[src/rtl/controlador_aleatorio.sv]
// Shared random-number service: a free-running 32-bit LFSR, a round-robin
// arbiter, and a 16-step restoring remainder unit that reduces a sample modulo each requester's limit.
module controlador_aleatorio #(
  parameter int N = 4
) (
  input  logic           clk,
  input  logic           rst_n,
  input  logic [N-1:0]   req,
  input  logic [8*N-1:0] limite,
  output logic [7:0]     valor,
  output logic [N-1:0]   ack,
  output logic           ocupado
);

  localparam int IW = (N > 2) ? $clog2(N) : 1;

  typedef enum logic [1:0] {OCIOSO, REDUZ, ENTREGA} estado_t;

  estado_t       estado, proximo;
  logic [31:0]   lfsr;
  logic [IW-1:0] ultimo, concedido, escolha, idx_busca;
  logic [15:0]   amostra;
  logic [8:0]    divisor, resto, resto_prox;
  logic [3:0]    passo;
  logic [7:0]    limite_escolhido;
  logic [9:0]    parcial;

  always_ff @(posedge clk or negedge rst_n) begin
    if (!rst_n) estado <= OCIOSO;
    else        estado <= proximo;
  end

  always_comb begin
    proximo = estado;
    case (estado)
      OCIOSO:  if (|req) proximo = REDUZ;
      REDUZ:   if (passo == 4'd15) proximo = ENTREGA;
      ENTREGA: proximo = OCIOSO;
      default: proximo = OCIOSO;
    endcase
  end

  always_comb begin
    ocupado = (estado != OCIOSO);
    ack     = '0;
    if (estado == ENTREGA) ack[concedido] = 1'b1;
  end

  // The LFSR never stalls, so request timing itself adds entropy.
  always_ff @(posedge clk or negedge rst_n) begin
    if (!rst_n) lfsr <= 32'h0000_0013;
    else        lfsr <= {lfsr[30:0], lfsr[31] ^ lfsr[21] ^ lfsr[1] ^ lfsr[0]};
  end

  // Scan downward so the closest requester after ultimo is the last to overwrite.
  always_comb begin
    escolha   = ultimo;
    idx_busca = '0;
    for (int off = N; off >= 1; off--) begin
      idx_busca = IW'((int'(ultimo) + off) % N);
      if (req[idx_busca]) escolha = idx_busca;
    end
  end

  assign limite_escolhido = limite[{escolha, 3'b000} +: 8];

  always_comb begin
    parcial    = {resto, amostra[4'd15 - passo]};
    resto_prox = (parcial >= {1'b0, divisor}) ? 9'(parcial - {1'b0, divisor}) : parcial[8:0];
  end

  always_ff @(posedge clk or negedge rst_n) begin
    if (!rst_n) begin
      ultimo    <= IW'(N - 1);
      concedido <= '0;
      amostra   <= '0;
      divisor   <= 9'd1;
      resto     <= '0;
      passo     <= '0;
      valor     <= '0;
    end else begin
      case (estado)
        OCIOSO: begin
          if (|req) begin
            concedido <= escolha;
            ultimo    <= escolha;
            amostra   <= lfsr[31:16];
            divisor   <= {limite_escolhido == 8'd0, limite_escolhido};
            resto     <= '0;
            passo     <= '0;
          end
        end
        REDUZ: begin
          resto <= resto_prox;
          passo <= passo + 4'd1;
          if (passo == 4'd15) valor <= resto_prox[7:0];
        end
        default: ;
      endcase
    end
  end

endmodule
[config.mk]
export PLATFORM = sky130hd
export DESIGN_NAME = controlador_aleatorio
export DESIGN_NICKNAME = d
export VERILOG_FILES = /design/src/rtl/controlador_aleatorio.sv
export SDC_FILE = /design/constraint.sdc
export NUM_CORES = 1
export LEC_CHECK = 0
export CORE_AREA = 3 3 70 122
export DETAILED_ROUTE_END_ITERATION = 12
export DIE_AREA = 0 0 73 125
export PLACE_DENSITY = 0.7
export SYNTH_ARGS = -nofsm -noshare
export SYNTH_HDL_FRONTEND = slang
export SYNTH_SLANG_ARGS = --single-unit
[constraint.sdc]
create_clock -name clk -period 7.4 [get_ports clk]
set_input_delay 0.74 -clock clk [delete_from_list [all_inputs] [get_ports clk]]
set_output_delay 0.74 -clock clk [all_outputs]
set_load 0.03 [all_outputs]
==> impl_results.md, run 1 <==
* Outcome: finished clean
* Slew margin rel. at 0.3340
* Period utilization at 0.5112
* Buf/Inv on CP at 2
* Crit path time final at about 3800 ps
* Worst Tran Pin Value at around 1000 ps
* Final setup violation count at 0
* R2r worst-path depth at 12
* Worst reg2reg endpoint: resto[1]$_DFFE_PN0P_
* Antenna diode count at 0
* WP data required at 7580 ps
* Final slew viol count at 0
* RSZ-0062 raised after global routing: no
* Drt pass-1 iters at 4
* I/O Buffers at 50
* Initial antenna violation count at 0
* Count of hold-fix buffers inserted at cts at 0
* RePlAce Congestion at ~0.83
* Max cap viols at 0
* LEAKAGE at 2.241 nW
* Rows at 42
* Post_cts resized at 0
* Vias in the first global route at between 2k and 3k
* Nets at around 450
* Power density cells at approximately 450 nW/um2
* H-tree Lvls at 3
* Syn avg cell area at 10.78 um2
* Via density at ~5.5
* Clock buffer depth at 2
* Clk Latency, worst-skew pair at 340 ps
* First-pass GRT wire length at between 10 and 15 mm
* Kind of critical path: reg2reg
* Hold Path Class: reg2reg
* GR Overflow Total at 0
* Crit-path cells: mux4_2 > mux4_2 > inv_1 > ha_1 > inv_1 > fa_1 > a21o_1 > a21oi_2 > o221ai_1 > a21o_1 > mux2i_1 > o21ai_0
* Ys async rst share at 1.000
* VDD IR-drop max at between 0.0002 and 0.00025 V
* Design Area, Final at 4686 um2
* Die footprint at 9125 um2
* Synth Cell Area at ~3800 um2
* Die Span Y at ~130 um
* Iter 0 DRT Violations at ~130
* Core Area at roughly 7600 um2
* Yosys warning total at 0
* Fmax achieved at approximately 260 MHz
* Synth cell types at 49
* R2R setup slack at around 3600 ps
* Critical-path cell with the highest stage delay: mux4_2
* Number of post-CTS setup repair buffers at 0
* Syn Nets at 400
* Top cell family by delay on the critical path: multiplexers
* Main synth FF type: dfrtp_1
* WP data arrival at a little under 4000 ps
* Syn Inst Count at around 350
* Hold_sp: lfsr[13]$_DFF_PN0_
* Most common library cells after synthesis: 81 x nand2_1, 78 x dfrtp_1, 20 x o21ai_1, 19 x mux2i_1, 17 x o21ai_0
* Worst Skew at about 7 ps
* Synth area leaders: dfrtp_1 52%, nand2_1 8.0%, mux2i_1 5.0%, dfstp_2 4.2%, ha_1 3.3%
* CTS tree: built
* Routed WL at 8.084 mm
* CP endpoint kind: flop
* Synth area leader: dfrtp_1
* Yosys reg bits at 84
* EDFF count, synth at 0
* Placed Area at between 4000 and 5000 um2
* Starting density of the core at 0.4966
* Most common cell in the synthesized netlist: nand2_1
* Worst path max stage delay at about 560 ps
* Routed Antenna Nets at 0
* Critical Path Fanout Max at 13
* TritonCTS Sinks at 84
* Cts bufs inserted at 9
* Hold path depth at 0
* Die X at 73 um
* Critical path depth in cells at 12
* I/O pin total at about 50
* Share of the synthesized area in the top cell type at 0.5159
* Sequential area share after synthesis at 0.5575
* Fraction of layout cells with a size suffix above 1 at 0.1037
* Largest net degree at the start of global routing at 85
* Reg2reg start: passo[0]$_DFFE_PN0P_
* Total track usage at 0.1894
* Wire length per cell at ~16 um
* Clk slew on worst S/H paths at 60 ps
* Worst Hold End: lfsr[14]$_DFF_PN0_
* DRC at 0
* Clock tree root buffer cell: clkbuf_16
* Final Hold Vio Count at 0
* Sum Neg Setup Slack at 0 ps
* P&R area growth vs syn at 23.84%
* DPL Wire Length at around 5.7 mm
* CP Launch Type: flop
* Via count at ~2.7k
[power by group]
group | leakage, nW | switching [mW] | total (mW) | internal [mW]
Clock | 0.175 | 0.183 | 0.526 | 0.343
Combinational | 0.978 | 0.517 | 0.906 | 0.389
Sequential | 1.09 | 0.0926 | 0.661 | 0.569
[per-stage QoR]
step,hold slack (ps),std cells,setup WS [ps],power [mW],util
after global routing,358.4,493,3351,2.240,0.6149
after global placement,340.4,477,3798,1.549,0.5680
after floorplan,331.2,351,3955,1.346,-
after detailed placement,337.8,477,3654,1.576,0.5680
after CTS,353.8,493,3600,2.114,0.6149
final,352.6,493,3617,2.093,0.6149
[sequential cells by signal, summed over array words and instances, names as in the netlist]
name,flops
estado,2
divisor,9
passo,4
ultimo,2
resto,9
concedido,2
lfsr,32
valor,8
amostra,16
[cell families (layout without fill, tap and decap cells)]
group | count (synthesis) | in the layout | synth area share
multiplexers | 32 | 32 | 0.1038
AND/OR/NAND/NOR | 122 | 122 | 0.1425
XOR/XNOR | 7 | 7 | 0.01620
AO/OA/AOI/OAI | 64 | 64 | 0.1038
flip-flops | 84 | 84 | 0.5575
buffers and inverters | 31 | 85 | 0.03770
adder cells (fa/ha/maj) | 11 | 11 | 0.03836
[cell type report]
class,instances,area (um2)
sequential,84,2110
clock buffer,10,239.0
timing repair buffer,52,513.0
multi-input combinational,236,1531
clock inverter,6,118.9
inverter,17,63.81
tap,88,110.1
fill,630,2934
[placed cells by master, fill, tap and decap left out, types with 2 or more instances in the layout]
master           netlist  final
a21o_1                 4      4
a21oi_1                8      8
buf_4                  0      3
bufinv_16              0      3
clkbuf_16              0      9
clkdlybuf4s50_1        0     49
dfrtp_1               78     78
dfstp_2                6      6
ha_1                  10     10
inv_1                 16     16
mux2_2                 7      7
mux2i_1               19     19
mux4_2                 5      5
nand2_1               81     81
nand2b_1               5      5
nand3_1               10     10
nand3b_1               2      2
nand4_1                4      4
nor2_1                10     10
nor4bb_1               2      2
o21ai_0               17     17
o21ai_1               20     20
o221ai_1               2      2
xnor2_1                6      6
[worst max-delay path by stage]
stage / from / to / slack, ps
after detailed placement: passo[0]$_DFFE_PN0P_ / resto[1]$_DFFE_PN0P_ / 3650
after global placement: passo[0]$_DFFE_PN0P_ / resto[6]$_DFFE_PN0P_ / 3800
final: passo[0]$_DFFE_PN0P_ / resto[1]$_DFFE_PN0P_ / 3620
after floorplan: passo[0]$_DFFE_PN0P_ / resto[6]$_DFFE_PN0P_ / 3960
after CTS: passo[0]$_DFFE_PN0P_ / resto[1]$_DFFE_PN0P_ / 3600
after global routing: passo[0]$_DFFE_PN0P_ / resto[6]$_DFFE_PN0P_ / 3350
[per-layer routing]
metal,part of all wire,vias up,GRT usage
met5,0,-,0
met4,0.047,0,0.1043
met3,0.030,30,0.03695
met2,0.57,50,0.3398
met1,0.36,1322,0.1975
li1,-,1311,-
(Power assumes the default switching activity.)
==> inputs of run 2 (changes only) <==
- clock period: 7.4 -> 3.9 ns (I/O delays scaled with it)
==> run 2 against run 1 <==
  * Utilization is 0.90 points lower
  * Critical endpoint unchanged
  * Sequential power is 89% higher
  * Cell count rose by 0.20%
  * Sequential cell count unchanged
==> impl_results.md, run 2 (synthesis gave the netlist of run 1 again) <==
* RSZ-0062 raised after global routing: no
* Starting density of the core at 0.4966 (unchanged)
* Commonest non-fill, non-tap cell in the layout: nand2_1
* Slew margin rel. at 0.3318 (-0.002181)
* Drt pass-1 iters at 4 (unchanged)
* Initial antenna violation count at 0 (unchanged)
* Power density cells at 810.5 nW/um2 (+81%)
* VDD IR-drop max at 0.0003669 V (+81%)
* Buf/Inv on CP at 2 (unchanged)
* Max cap viols at 0 (unchanged)
* Rows at 42 (unchanged)
* P&R area growth vs syn at 22.02%
* Fmax achieved at 280.3 MHz (+6.0%)
* Iter 0 DRT Violations at 91 (-31%)
* Clk Latency, worst-skew pair at 330 ps (about the same)
* Layout Cells excl Fill at 494 (+0.20%)
* Cts bufs inserted at 9 (unchanged)
* Worst Skew at 6.834 ps (-0.3728 ps)
* Fraction of layout cells with a size suffix above 1 at 0.1108 (+0.007134)
* Worst Tran Pin Value at 1002 ps (+6.281 ps)
* Met3 Resource Use GR at 0.02731 (-0.009639)
* Routed WL at 7.829 mm (-3.2%)
* Hold Path Class: in2async
* Crit-path cells: mux4_2 > mux4_2 > inv_1 > ha_1 > inv_1 > fa_1 > a21o_1 > a21oi_2 > o221ai_1 > a21o_2 > mux2i_1 > o21ai_0
* RePlAce Congestion at 0.8279 (-0.29%)
* I/O pin total at 51 (unchanged)
* Die X at 73 um (unchanged)
* LEAKAGE at 2.196 nW (-2.0%)
* CTS tree: built
* Total track usage at 0.1912 (+0.001882)
* CP endpoint kind: flop
* Worst path max stage delay at 510 ps (-50 ps)
* WP data required at 4070 ps (-3510 ps)
* Post-Place Cells at 478 (+0.21%)
* Final setup violation count at 0 (unchanged)
* Critical-path cell with the highest stage delay: mux4_2
* Core Area at 7620 um2 (unchanged)
* Vias in the first global route at 2,896 (+3.4%)
* Crit path time final at 3567 ps (-215.7 ps)
* Top flop regs: lfsr x32, amostra x16
* Period utilization at 0.9146 (+0.4034)
* Most flops, register: lfsr
* Critical Path Fanout Max at 13 (unchanged)
* Kind of critical path: reg2reg
* GR peak layer: met2
* CP Launch Type: flop
* GR Overflow Total at 0 (unchanged)
* Most frequent cells in the layout: 81 x nand2_1, 77 x dfrtp_1, 49 x clkdlybuf4s50_1
* Sum Neg Setup Slack at 0 ps (unchanged)
* Via density at 5.500 (about the same)
* Clk slew on worst S/H paths at 60 ps (about the same)
* Die footprint at 9125 um2 (unchanged)
* Die Span Y at 125 um (unchanged)
* Clock buffer depth at 2 (unchanged)
* First-pass GRT wire length at 13.44 mm (+1.6%)
* Outcome: finished clean
* Number of post-CTS setup repair buffers at 0 (unchanged)
* H-tree Lvls at 3 (unchanged)
* TritonCTS Sinks at 84 (unchanged)
* Top cell family by delay on the critical path: multiplexers
* Met2 usage at 0.3393 (-0.0005277)
* Nets at 450 (+0.22%)
* Antenna diode count at 0 (unchanged)
* WP data arrival at 3730 ps (-230 ps)
* I/O Buffers at 50 (unchanged)
* Via count at 2,717 (+0.15%)
* Grt met1 use at 0.2084 (+0.01091)
* Max reg flops at 32 (unchanged)
* Final slew viol count at 0 (unchanged)
* DRC at 0 (unchanged)
* Routed Antenna Nets at 0 (unchanged)
* Largest net degree at the start of global routing at 85 (unchanged)
* Final Hold Vio Count at 0 (unchanged)
* Clock tree root buffer cell: clkbuf_16
* Wire length per cell at 15.85 um (-3.4%)
* DPL Wire Length at 5.685 mm (-0.42%)
## run 2: path summary, 6_finish.rpt
check	depth (start not counted)	from	slack (ps)	end
worst max-delay path	12	passo[0]$_DFFE_PN0P_	330	resto[1]$_DFFE_PN0P_
max in group asynchronous	1	rst_n	2980	passo[0]$_DFFE_PN0P_
min in group clk	0	lfsr[13]$_DFF_PN0_	350	lfsr[14]$_DFF_PN0_
worst max register to register	12	passo[0]$_DFFE_PN0P_	330	resto[1]$_DFFE_PN0P_
worst min-delay path	1	rst_n	210	divisor[7]$_DFFE_PN0P_
worst min register to register	0	lfsr[13]$_DFF_PN0_	350	lfsr[14]$_DFF_PN0_
## run 2: what timing repair did
action                                  4_1_cts  5_1_grt
hold buffers                                  0        0
resized for setup                             0        2
endpoints found under the setup margin        0       14
## run 2: area by class of cell
class                   instances  area (um2)
repair buffers                 53       520.5
well taps                      88       110.1
fillers                       617        3003
clock inverters                 6       40.04
flip-flops and latches         84        2111
multi-input cells             236        1533
inverters                      17       63.81
clock buffers                  10       239.0
## run 2: worst reg2reg max path: cells and delay by family (launching register included)
kind / cells / cell delay [ps]
adder cells (fa/ha/maj): 2 / 560
buffers and inverters: 2 / 120
multiplexers: 3 / 1220
flip-flops: 1 / 460
AO/OA/AOI/OAI: 5 / 1040
## run 2: metal layers
layer	routed length (um)	part of all wire	vias to the layer above
met1	2901	0.37	1331
li1	-	-	1305
met4	335	0.043	0
met3	203	0.026	27
met2	4389	0.56	54
met5	0	0	-
## run 2: where the power goes
group          internal (mW)  switching [mW]
clock                  0.445           0.320
sequential              1.08           0.171
combinational          0.741           0.984
total                   2.27            1.48
## run 2: stage by stage
stage	cell area (um2)	hold WS (ps)	power (mW)	util	setup WS (ps)
after floorplan	3784	94.41	2.553	-	455.5
after global placement	4335	340.1	2.941	0.5690	296.9
after detailed placement	4335	336.3	2.996	0.5690	176.6
after CTS	4614	274.6	3.775	0.6056	155.3
after global routing	4617	312.2	4.041	0.6059	78.20
final	4617	214.9	3.742	0.6059	332.9
==> inputs of run 3 (changes only) <==
- ABC_AREA: unset -> 1
- CORE_AREA: 3 3 70 122 -> 3 3 72 124
- DIE_AREA: 0 0 73 125 -> 0 0 75 127
- TNS_END_PERCENT: unset -> 30
==> run 3 against run 2 <==
  * Sequential share of layout area fell by 2.1 points
  * Combinational power rose by 35%
  * Clock power rose by 9.0%
  * Setup slack improved by 270 ps
  * Cell count rose by 25%
  * Die area rose by 4.4%
  * Register-to-register slack improved by 270 ps
  * Highest routed layer unchanged
==> impl_results.md, run 3 <==
* Synth area leader: dfrtp_1
* GR Overflow Total at 0 (unchanged)
* Clock tree root buffer cell: clkbuf_16
* EDFF count, synth at 0 (unchanged)
* Synth cell types at 32 (-35%)
* Post-Place Cells at 602 (+26%)
* Critical Path Fanout Max at 17 (+4)
* Sequential area share after synthesis at 0.5310 (-0.02652)
* Iter 0 DRT Violations at 145 (+59%)
* Syn Nets at 519 (+30%)
* Total track usage at 0.2018 (+0.01051)
* Initial antenna violation count at 0 (unchanged)
* Setup WS pre-CTS at 442.6 ps (+266.0 ps)
* Final slew viol count at 0 (unchanged)
* WP data required at 4160 ps (+90 ps)
* TritonCTS Sinks at 84 (unchanged)
* Yosys warning total at 0 (unchanged)
* Logic pwr share at 0.530 (+0.069)
* Rows at 43 (+2.4%)
* LEAKAGE at 2.470 nW (+12%)
* Fmax achieved at 303.4 MHz (+8.2%)
* Largest net degree at the start of global routing at 85 (unchanged)
* Share of the synthesized area in the top cell type at 0.4913 (-0.02453)
* Starting density of the core at 0.4956 (-0.001000)
* Clock power frac at 0.189 (-0.015)
* Most common library cells after synthesis: 160 x nand2_1, 78 x dfrtp_1, 47 x inv_1, 42 x o21ai_0, 30 x nand3_1
* Period utilization at 0.8451 (-0.06953)
* Antenna diode count at 0 (unchanged)
* CP Launch Type: flop
* DPL Wire Length at 6.631 mm (+17%)
* Yosys reg bits at 84 (unchanged)
* Post-layout util at 0.6034 (-0.002508)
* Clock buffer depth at 2 (unchanged)
* Clk slew on worst S/H paths at 70 ps (about the same)
* Synth Cell Area at 3973 um2 (+5.0%)
* Final WS setup at 604.1 ps (+271.2 ps)
* Most frequent cells in the layout: 160 x nand2_1, 77 x dfrtp_1, 49 x clkdlybuf4s50_1
* Ys async rst share at 1.000 (unchanged)
* Crit-path cells: inv_1 > o21ai_0 > o22ai_1 > o211ai_1 > o21ai_0 > inv_1 > ha_1 > inv_1 > fa_1 > a21oi_1 > o21ai_1 > nand2_1 > o211ai_1 > nand2_1 > nand2_1 > o21ai_0 > inv_1 > o21ai_0
* Routed Antenna Nets at 0 (unchanged)
* Worst Tran Pin Value at 993.4 ps (-8.907 ps)
* Most common cell in the synthesized netlist: nand2_1
* Power Total at 4.408 mW (+18%)
* Worst path max stage delay at 480 ps (-30 ps)
* Via count at 3,183 (+17%)
* Die X at 75 um (+2.7%)
* Sw Ratio at 0.4486 (+0.05438)
* Crit path time final at 3296 ps (-271.2 ps)
* CTS tree: built
* VDD IR-drop max at 0.0004526 V (+23%)
* Hold Path Class: in2async
* WP data arrival at 3550 ps (-180 ps)
* H-tree Lvls at 3 (unchanged)
* Top flop regs: lfsr x32, amostra x16
* RSZ-0062 raised after global routing: no
* Commonest non-fill, non-tap cell in the layout: nand2_1
* Die Span Y at 127 um (+1.6%)
* Die footprint at 9525 um2 (+4.4%)
* Core Area at 8016 um2 (+5.2%)
* Via density at 5.150 (-6.4%)
* Syn Inst Count at 470 (+34%)
* Clk Latency, worst-skew pair at 340 ps (about the same)
* Design Area, Final at 4837 um2 (+4.8%)
* Kind of critical path: reg2reg
* Drt pass-1 iters at 4 (unchanged)
* I/O pin total at 51 (unchanged)
* Nets at 572 (+27%)
* First-pass GRT wire length at 14.62 mm (+8.8%)
* Count of hold-fix buffers inserted at cts at 0 (unchanged)
* Max reg flops at 32 (unchanged)
* CP endpoint kind: flop
* Max cap viols at 0 (unchanged)
* Wire length per cell at 14.12 um (-11%)
* P&R area growth vs syn at 21.76%
* Syn avg cell area at 8.452 um2 (-22%)
* Placed Area at 4537 um2 (+4.6%)
* I/O Buffers at 50 (unchanged)
* Outcome: finished clean
* Number of post-CTS setup repair buffers at 0 (unchanged)
* Final Hold Vio Count at 0 (unchanged)
* Int Pwr at 2.431 mW (+7.2%)
* Most flops, register: lfsr
* Psw at 1.978 mW (+34%)
* Crit. Startpoint: passo[0]$_DFFE_PN0P_
* Reg2reg start: passo[0]$_DFFE_PN0P_
* Worst hold slack at 214.2 ps (-0.6830 ps)
* Final setup violation count at 0 (unchanged)
* Power density cells at 911.4 nW/um2 (+12%)
* Critical-path cell with the highest stage delay: dfrtp_2
* Layout Cells excl Fill at 618 (+25%)
* Sum Neg Setup Slack at 0 ps (unchanged)
* Fraction of layout cells with a size suffix above 1 at 0.07765 (-0.03319)
* DRC at 0 (unchanged)
* Routed WL at 8.726 mm (+11%)
* Vias in the first global route at 3,277 (+13%)
* Slew margin rel. at 0.3377 (+0.005938)
* Sequential share of power at 0.281 (-0.053)
* Synth area leaders: dfrtp_1 49%, nand2_1 15%, o21ai_0 5.3%, inv_1 4.4%, dfstp_2 4.0%
* Worst Skew at 15.87 ps (+9.035 ps)
* Main synth FF type: dfrtp_1
* Cts bufs inserted at 9 (unchanged)
* RePlAce Congestion at 0.8783 (+6.1%)
## run 3: cell types whose count changed in the layout (fill, tap and decap cells not counted), sizes merged, moves of 4 or more
cell    change
o21ai      +10
nor3        +5
mux2i      -19
inv        +35
nand3      +21
mux4        -5
mux2        -8
nand2b      -5
nand2      +87
o22ai       +6
a21o        -4
nor2       +17
## run 3: cell type report
type	count	area, um2
Clock buffer	9	225.2
Clock inverter	7	73.82
Fill cell	701	3179
Inverter	50	190.2
Multi-Input combinational cell	325	1604
Sequential cell	84	2111
Tap cell	90	112.6
Timing Repair Buffer	53	520.5
## run 3: final timing paths
| path | slack [ps] | cells past startpoint | end |
|---|---|---|---|
| hold / removal | 210 | 1 | lfsr[17]$_DFF_PN0_ |
| setup reg to reg | 600 | 18 | resto[4]$_DFFE_PN0P_ |
| min in group clk | 350 | 0 | lfsr[14]$_DFF_PN0_ |
| hold reg to reg | 350 | 0 | lfsr[14]$_DFF_PN0_ |
| max in group asynchronous | 3010 | 1 | passo[0]$_DFFE_PN0P_ |
| setup / recovery | 600 | 18 | resto[4]$_DFFE_PN0P_ |
## run 3: critical path: cells and delay by family, from the launching register on
family | cells | cell delay, ps
fa+ha+maj | 2 | 590
compound gates | 9 | 1320
buf+inv | 4 | 380
flops | 1 | 480
simple gates | 3 | 430
## run 3: cells by family after synthesis
logic type	share of synthesized area
xor+xnor	0.01764
fa+ha+maj	0.03654
simple gates	0.2476
buf+inv	0.06520
flops	0.5310
compound gates	0.1020
## run 3: metal layers
| layer | track usage | up-vias | part of all wire |
|---|---|---|---|
| met4 | 0.08491 | 0 | 0.029 |
| met3 | 0.04094 | 21 | 0.030 |
| met5 | 0 | - | 0 |
| met1 | 0.2027 | 1500 | 0.38 |
| met2 | 0.3808 | 51 | 0.56 |
| li1 | - | 1611 | - |
## run 3: what timing repair did
| item | 4_1_cts | 5_1_grt |
|---|---|---|
| endpoints found under the hold margin | 0 | 0 |
| gates resized for setup | 0 | 1 |
| setup endpoints to repair | 0 | 2 |
## run 3: power groups by stage
stage | logic [mW] | registers, mW | clock network [mW]
after floorplan | 1.78 | 1.27 | 0
after global placement | 2.31 | 1.24 | 0
after detailed placement | 2.35 | 1.25 | 0
after CTS | 2.36 | 1.24 | 0.856
after global routing | 2.67 | 1.26 | 0.893
final | 2.33 | 1.24 | 0.834
